### src/rtl/vga_pattern_gen_if.sv
// rtl/vga_pattern_gen_if.sv - counter/mode inputs and pixel outputs of the pattern generator
interface vga_pattern_gen_if #(
  parameter int CNT_W = 12,
  parameter int R_W   = 3,
  parameter int G_W   = 3,
  parameter int B_W   = 2
);
  logic [CNT_W-1:0]         line_cnt;
  logic [CNT_W-1:0]         ver_cnt;
  logic [1:0]               mode_i;
  logic                     mode_we;
  logic [R_W+G_W+B_W-1:0]   rgb_o;
  logic                     de_o;
  logic                     frame_start_o;

  modport master (
    output line_cnt, ver_cnt, mode_i, mode_we,
    input  rgb_o, de_o, frame_start_o
  );

  modport slave (
    input  line_cnt, ver_cnt, mode_i, mode_we,
    output rgb_o, de_o, frame_start_o
  );
endinterface

### src/rtl/vga_pattern_gen.sv
// rtl/vga_pattern_gen.sv - VGA test pattern generator (box, bars, checker, bouncing box)
module vga_pattern_gen #(
  parameter int H_SYNC   = 128,
  parameter int H_BACK   = 88,
  parameter int H_ACTIVE = 800,
  parameter int H_FRONT  = 40,
  parameter int V_SYNC   = 4,
  parameter int V_BACK   = 23,
  parameter int V_ACTIVE = 600,
  parameter int V_FRONT  = 1,
  parameter int CNT_W    = 12,
  parameter int R_W      = 3,
  parameter int G_W      = 3,
  parameter int B_W      = 2,
  parameter int BOX_X0   = 200,
  parameter int BOX_Y0   = 200,
  parameter int BOX_SIZE = 200,
  parameter int STEP     = 2,
  parameter int CHK_SH   = 5
) (
  input  logic           clk,
  input  logic           rst_n,
  vga_pattern_gen_if.slave bus
);
  localparam int W  = CNT_W + 1;
  localparam int PW = R_W + G_W + B_W;

  localparam logic [W-1:0] HSTART = W'(H_SYNC + H_BACK);
  localparam logic [W-1:0] HEND   = W'(H_SYNC + H_BACK + H_ACTIVE);
  localparam logic [W-1:0] VSTART = W'(V_SYNC + V_BACK);
  localparam logic [W-1:0] VEND   = W'(V_SYNC + V_BACK + V_ACTIVE);
  localparam logic [W-1:0] SX0    = W'(BOX_X0);
  localparam logic [W-1:0] SX1    = W'(BOX_X0 + BOX_SIZE);
  localparam logic [W-1:0] SY0    = W'(BOX_Y0);
  localparam logic [W-1:0] SY1    = W'(BOX_Y0 + BOX_SIZE);
  localparam logic [W-1:0] SIZE_W = W'(BOX_SIZE);
  localparam logic [W-1:0] STEP_W = W'(STEP);
  localparam logic [W-1:0] HACT_W = W'(H_ACTIVE);
  localparam logic [W-1:0] VACT_W = W'(V_ACTIVE);

  localparam logic [PW-1:0] RED   = {{R_W{1'b1}}, {(G_W + B_W){1'b0}}};
  localparam logic [PW-1:0] GREEN = {{R_W{1'b0}}, {G_W{1'b1}}, {B_W{1'b0}}};
  localparam logic [PW-1:0] BLUE  = {{(R_W + G_W){1'b0}}, {B_W{1'b1}}};
  localparam logic [PW-1:0] WHITE = {PW{1'b1}};

  logic [1:0]       pending_mode, active_mode, new_mode;
  logic [CNT_W-1:0] box_x, box_y;
  logic             dir_x, dir_y;
  logic [PW-1:0]    rgb_q;
  logic             de_q, fs_q;

  logic [W-1:0]  lc, vc, x, y, bx, by;
  logic          active, frame_start, in_sbox, in_bbox;
  logic [2:0]    bar, bar_bits;
  logic [PW-1:0] pix;
  logic [W-1:0]  step_x, step_y;

  // All arithmetic is one bit wider than the counters so box sums never wrap.
  assign lc = {1'b0, bus.line_cnt};
  assign vc = {1'b0, bus.ver_cnt};
  assign x  = lc - HSTART;
  assign y  = vc - VSTART;
  assign bx = {1'b0, box_x};
  assign by = {1'b0, box_y};

  assign active      = (lc >= HSTART) && (lc < HEND) && (vc >= VSTART) && (vc < VEND);
  assign frame_start = (bus.line_cnt == '0) && (bus.ver_cnt == '0);
  assign new_mode    = bus.mode_we ? bus.mode_i : pending_mode;

  assign in_sbox = (x >= SX0) && (x <= SX1) && (y >= SY0) && (y <= SY1);
  assign in_bbox = (x >= bx) && (x < bx + SIZE_W) && (y >= by) && (y < by + SIZE_W);

  // Returns {new_dir, new_pos}; clamps to the far edge and reverses on overshoot.
  function automatic logic [W-1:0] axis_step(input logic [W-1:0] pos, input logic dir,
                                             input logic [W-1:0] limit);
    if (!dir) begin
      if (pos + STEP_W + SIZE_W > limit)
        return {1'b1, CNT_W'(limit - SIZE_W)};
      else
        return {1'b0, CNT_W'(pos + STEP_W)};
    end else begin
      if (pos < STEP_W)
        return {1'b0, {CNT_W{1'b0}}};
      else
        return {1'b1, CNT_W'(pos - STEP_W)};
    end
  endfunction

  assign step_x = axis_step(bx, dir_x, HACT_W);
  assign step_y = axis_step(by, dir_y, VACT_W);

  always_comb begin
    pix      = '0;
    bar      = 3'd0;
    for (int k = 1; k < 8; k++) begin
      if (x >= W'(k * (H_ACTIVE / 8)))
        bar = 3'(k);
    end
    bar_bits = 3'd7 - bar;
    case (active_mode)
      2'd0:    pix = in_sbox ? RED : GREEN;
      2'd1:    pix = ({PW{bar_bits[2]}} & RED) | ({PW{bar_bits[1]}} & GREEN)
                   | ({PW{bar_bits[0]}} & BLUE);
      2'd2:    pix = (x[CHK_SH] ^ y[CHK_SH]) ? '0 : WHITE;
      default: pix = in_bbox ? BLUE : '0;
    endcase
    if (!active)
      pix = '0;
  end

  always_ff @(posedge clk or negedge rst_n) begin
    if (!rst_n) begin
      rgb_q        <= '0;
      de_q         <= 1'b0;
      fs_q         <= 1'b0;
      pending_mode <= 2'd0;
      active_mode  <= 2'd0;
      box_x        <= '0;
      box_y        <= '0;
      dir_x        <= 1'b0;
      dir_y        <= 1'b0;
    end else begin
      rgb_q <= pix;
      de_q  <= active;
      fs_q  <= frame_start;
      if (bus.mode_we)
        pending_mode <= bus.mode_i;
      if (frame_start) begin
        active_mode <= new_mode;
        if (new_mode == 2'd3) begin
          {dir_x, box_x} <= step_x;
          {dir_y, box_y} <= step_y;
        end
      end
    end
  end

  assign bus.rgb_o         = rgb_q;
  assign bus.de_o          = de_q;
  assign bus.frame_start_o = fs_q;
endmodule

### src/flat_wrapper.sv
// flat-port wrapper written by rule: the top's interface ports become plain ports
module vga_pattern_gen_flat 
#(
  parameter int H_SYNC   = 128,
  parameter int H_BACK   = 88,
  parameter int H_ACTIVE = 800,
  parameter int H_FRONT  = 40,
  parameter int V_SYNC   = 4,
  parameter int V_BACK   = 23,
  parameter int V_ACTIVE = 600,
  parameter int V_FRONT  = 1,
  parameter int CNT_W    = 12,
  parameter int R_W      = 3,
  parameter int G_W      = 3,
  parameter int B_W      = 2,
  parameter int BOX_X0   = 200,
  parameter int BOX_Y0   = 200,
  parameter int BOX_SIZE = 200,
  parameter int STEP     = 2,
  parameter int CHK_SH   = 5
)
  (clk, rst_n, bus_line_cnt, bus_ver_cnt, bus_mode_i, bus_mode_we, bus_rgb_o, bus_de_o, bus_frame_start_o);
  vga_pattern_gen_if #(.CNT_W(CNT_W), .R_W(R_W), .G_W(G_W), .B_W(B_W)) bus_i ();
  input  logic clk;
  input  logic rst_n;
  input wire logic [$bits(bus_i.line_cnt)-1:0] bus_line_cnt;
  input wire logic [$bits(bus_i.ver_cnt)-1:0] bus_ver_cnt;
  input wire logic [$bits(bus_i.mode_i)-1:0] bus_mode_i;
  input wire logic [$bits(bus_i.mode_we)-1:0] bus_mode_we;
  output wire logic [$bits(bus_i.rgb_o)-1:0] bus_rgb_o;
  output wire logic [$bits(bus_i.de_o)-1:0] bus_de_o;
  output wire logic [$bits(bus_i.frame_start_o)-1:0] bus_frame_start_o;
  assign bus_i.line_cnt = bus_line_cnt;
  assign bus_i.ver_cnt = bus_ver_cnt;
  assign bus_i.mode_i = bus_mode_i;
  assign bus_i.mode_we = bus_mode_we;
  assign bus_rgb_o = bus_i.rgb_o;
  assign bus_de_o = bus_i.de_o;
  assign bus_frame_start_o = bus_i.frame_start_o;
  vga_pattern_gen #(.H_SYNC(H_SYNC), .H_BACK(H_BACK), .H_ACTIVE(H_ACTIVE), .H_FRONT(H_FRONT), .V_SYNC(V_SYNC), .V_BACK(V_BACK), .V_ACTIVE(V_ACTIVE), .V_FRONT(V_FRONT), .CNT_W(CNT_W), .R_W(R_W), .G_W(G_W), .B_W(B_W), .BOX_X0(BOX_X0), .BOX_Y0(BOX_Y0), .BOX_SIZE(BOX_SIZE), .STEP(STEP), .CHK_SH(CHK_SH)) u_core (.clk(clk), .rst_n(rst_n), .bus(bus_i));
endmodule
### config.mk
export PLATFORM = sky130hd
export DESIGN_NAME = vga_pattern_gen_flat
export DESIGN_NICKNAME = d
export VERILOG_FILES = /design/src/rtl/vga_pattern_gen_if.sv /design/src/rtl/vga_pattern_gen.sv /design/src/flat_wrapper.sv
export SDC_FILE = /design/constraint.sdc
export NUM_CORES = 1
export LEC_CHECK = 0
export ABC_AREA = 0
export CAP_MARGIN = 10
export CORE_MARGIN = 5
export CORE_UTILIZATION = 60
export CTS_CLUSTER_DIAMETER = 150
export DETAILED_ROUTE_END_ITERATION = 7
export PLACE_DENSITY = 0.79
export RECOVER_POWER = 100
export SETUP_SLACK_MARGIN = 0.15
export SYNTH_ARGS = -nofsm -noshare
export SYNTH_HDL_FRONTEND = slang
export SYNTH_SLANG_ARGS = --single-unit
### constraint.sdc
create_clock -name clk -period 3.2 [get_ports clk]
set_input_delay 0.64 -clock clk [delete_from_list [all_inputs] [get_ports clk]]
set_output_delay 0.64 -clock clk [all_outputs]
set_load 0.03 [all_outputs]
==> metrics.yaml <==
sta:
  drv_slew: 34
  period_share_pct: 92.3
  fin_ws_ns: 0.245
  clock_skew_ns: 0.0141
  setup_viol: 0
  min_period_ns: 2.95
  max_slew_margin_pct: -27.9
  timing_worst_slew_pin_value_ns: 1.92
  rsz0062_at_grt: "true"
  hold_viol: 0
  fmax_ghz: 0.338
grt:
  gr-total-overflow: 0
  use_met3_pct: 4.10
  grtUsageMet1_pct: 39.1
  track_usage_pct: 29.7
  busiest_layer: "met2"
  grt_pass1_vias: 5855
  grt_pass1_wl_mm: 27.3
  antenna_found_initial: 0
  use_met2_pct: 49.4
  grt_max_degree: 34
outcome:
  status: "complete, but fails checks"
  violations: "capacitance limit, slew limit"
worst_setup_path:
  crit_required_ns: 3.40
  path_cells: "clkdlybuf4s50_1 -> nor3_1 -> nand3_1 -> nor4_1 -> nand2_2 -> clkbuf_1 -> nand2_1 -> o21ai_0 -> a31o_2"
  cp_top_family: "simple AND/OR/NAND/NOR gates"
  end_kind: "register"
  reg2reg_slack_ns: 0.26
  critPathMaxStageDelay_ns: 0.55
  cp-start-kind: "input port"
  crit_buf_inv: 2
  crit_type: "input port to register"
  cp.arrival_ns: 3.16
  crit_path_top_delay_cell: "clkdlybuf4s50_1"
  crit_fanout: 11
synth:
  yosys-top-cells-area: "dfrtp_1 15%, ha_1 14%, xnor2_1 6.9%"
  yosys_most_used_dff: "dfrtp_1"
  ys_async_sr_fraction_pct: 100
  avgSynthCellArea_um2: 7.48
  syn_nets: 804
  synth_top_area_share_pct: 15.4
  synth_edf_count: 0
  synth_area_leader_cell: "dfrtp_1"
  mappedNetlistArea_um2: 5350
  synth-seq-cells: 33
  synth_seq_area_share_pct: 15.4
  synthCells: 715
  ys_types: 84
  yosys_warnings: 0
route:
  drc: 0
  routed_wl_mm: 16.3
  vias_per_cell: 6.47
  wl_per_cell_um: 17.5
  vias: 6024
  firstDrtPassIters: 5
  drtIter0Drc: 371
  ant_nets: 0
cts:
  cts_num_sinks: 33
  ctsRootBufferMaster: "clkbuf_8"
  clkTransAtPathRegs_ns: 0.09
  numCtsBuffers: 5
  clock_latency_ns: 0.30
  cts.path.max_buffers: 2
  h-tree-depth: 2
  tritoncts: "done"
floorplan:
  core_um2: 8720
  row_count: 34
  die_h_um: 104
  start_util_pct: 61.3
  pin_count: 39
  dieArea_um2: 10900
  dieWidth_um: 104
power_and_ir_drop:
  vdd_drop_max_v: 0.000134
  pwr_density_cell_nw_per_um2: 180
  finalPower_mw: 1.18
  power.leakage_nw: 2.78
cells_and_area:
  nets: 911
  multi_input_area_um2: 4190
  register_area_um2: 830
  final_layout_size_suffix_gt1_share_pct: 18.8
  antenna_cells: 0
  n_fill_cell: 694
  synthToLayoutAreaGrowth_pct: 22.7
place:
  portBuffers: 38
  gp_congestion: 0.945
  pre_cts_ws_ns: -0.284
  post-dp-hpwl_mm: 13.1
worst_hold_path:
  hp-class: "register to register"
job:
  max_cap_violations: 1
## cells by family after synthesis
group / synth area share, %
buffers and inverters: 7.37
and+or+nand+nor: 26.4
xor gates and xnor gates: 8.52
adders and majority gates: 14.2
DFF: 15.4
muxes: 2.18
AOI/OAI and AO/OA: 25.9
## tightest hold or removal path, cell delays in order, from the launching register on
cell     delay, ns
dfrtp_1       0.41
nand2_1       0.07
nand3_1       0.06
## timing repair
action                     in CTS  in global routing
pin swaps                      10                 15
hold buffers                    0                  0
gates resized for setup        17                 30
setup endpoints to repair       2                 14
gates cloned                    0                  0
buffers inserted                2                  2
## final timing paths
check | cells past startpoint | to | startpoint
worst max-delay path | 9 | u_core.box_y[9] | bus_line_cnt[2]
worst min register to register | 2 | u_core.box_y[7] | u_core.box_y[7]
worst min-delay path | 2 | u_core.box_y[7] | u_core.box_y[7]
max in group asynchronous | 2 | u_core.box_x[5] | rst_n
worst max register to register | 11 | u_core.box_x[7] | u_core.box_x[1]
min in group asynchronous | 2 | u_core.box_x[2] | rst_n
## power by group
group | leakage [nW] | total [mW] | switching, mW | internal (mW)
combinational | 2.34 | 0.424 | 0.221 | 0.204
sequential | 0.399 | 0.420 | 0.000789 | 0.420
clock | 0.0450 | 0.337 | 0.185 | 0.151
total | 2.78 | 1.18 | 0.407 | 0.775
## sequential cells by signal, indices dropped and copies added, names as in the netlist
| signal | count |
|---|---|
| u_core.box_x | 11 |
| u_core.bus.rgb_o | 3 |
| u_core.dir_y | 1 |
| u_core.active_mode | 2 |
| u_core.bus.de_o | 1 |
| u_core.box_y | 11 |
| u_core.pending_mode | 2 |
| u_core.dir_x | 1 |
| u_core.bus.frame_start_o | 1 |
## placed cells by master, fill, tap and decap left out, types with 4 or more instances in the layout
cell / instances
nand3_1: 37
xor2_1: 5
nand2_1: 57
o31ai_1: 6
o21a_1: 9
and2_1: 6
buf_4: 98
clkdlybuf4s50_1: 13
nor3b_1: 5
o221ai_1: 4
ha_1: 55
ha_2: 5
a21oi_1: 46
or4_1: 5
xnor2_1: 40
a31o_2: 5
dlygate4sd3_1: 11
a21o_1: 11
o22ai_1: 8
clkbuf_2: 4
o2111ai_1: 4
mux2i_1: 6
clkbuf_8: 5
dlymetal6s2s_1: 7
nor3_1: 28
nand2b_1: 8
inv_1: 41
dfrtp_1: 30
nor2_1: 51
clkbuf_1: 7
nor4_1: 14
nand4_1: 12
or3_1: 8
o21ai_0: 43
a22oi_1: 4
o211ai_1: 7
o21ai_1: 7
a31oi_1: 4
## routing by layer
metal  wire length (um)  vias up
met5                  0        -
met3               1120       50
met2               7740      262
li1                   -     2857
met1               6950     2855
met4                529        0
## cell usage after synthesis, types with 9 or more instances
cell type,instances
inv_1,42
dfrtp_1,33
o21a_1,9
nand2_1,57
buf_2,15
nor4_1,14
clkbuf_1,19
nor2_1,52
nor3_1,30
o21ai_0,46
a21oi_1,47
xnor2_1,42
a21o_1,11
ha_1,60
nand4_1,12
nand3_1,37
## per-stage QoR
stage | TNS, ns | utilization (%) | instances | instance area (um^2) | hold WS (ns)
2_1_floorplan | 0 | - | 715 | 5360 | 0.344
3_3_place_gp | -0.352 | 73.7 | 919 | 6430 | 0.532
3_5_place_dp | -0.578 | 73.7 | 919 | 6430 | 0.532
4_1_cts | 0 | 75.3 | 929 | 6570 | 0.550
5_1_grt | 0 | 75.3 | 931 | 6560 | 0.575
6_report | 0 | 75.3 | 931 | 6560 | 0.565
## layout make-up
type	count	share of cell area [%]
Multi-Input combinational cell	593	63.8
Sequential cell	33	12.6
Clock buffer	6	1.11
Clock inverter	2	0.153
Timing Repair Buffer	143	17.6
Inverter	46	2.63
Tap cell	108	2.06
No activity file was read; power rests on OpenSTA's default activity.
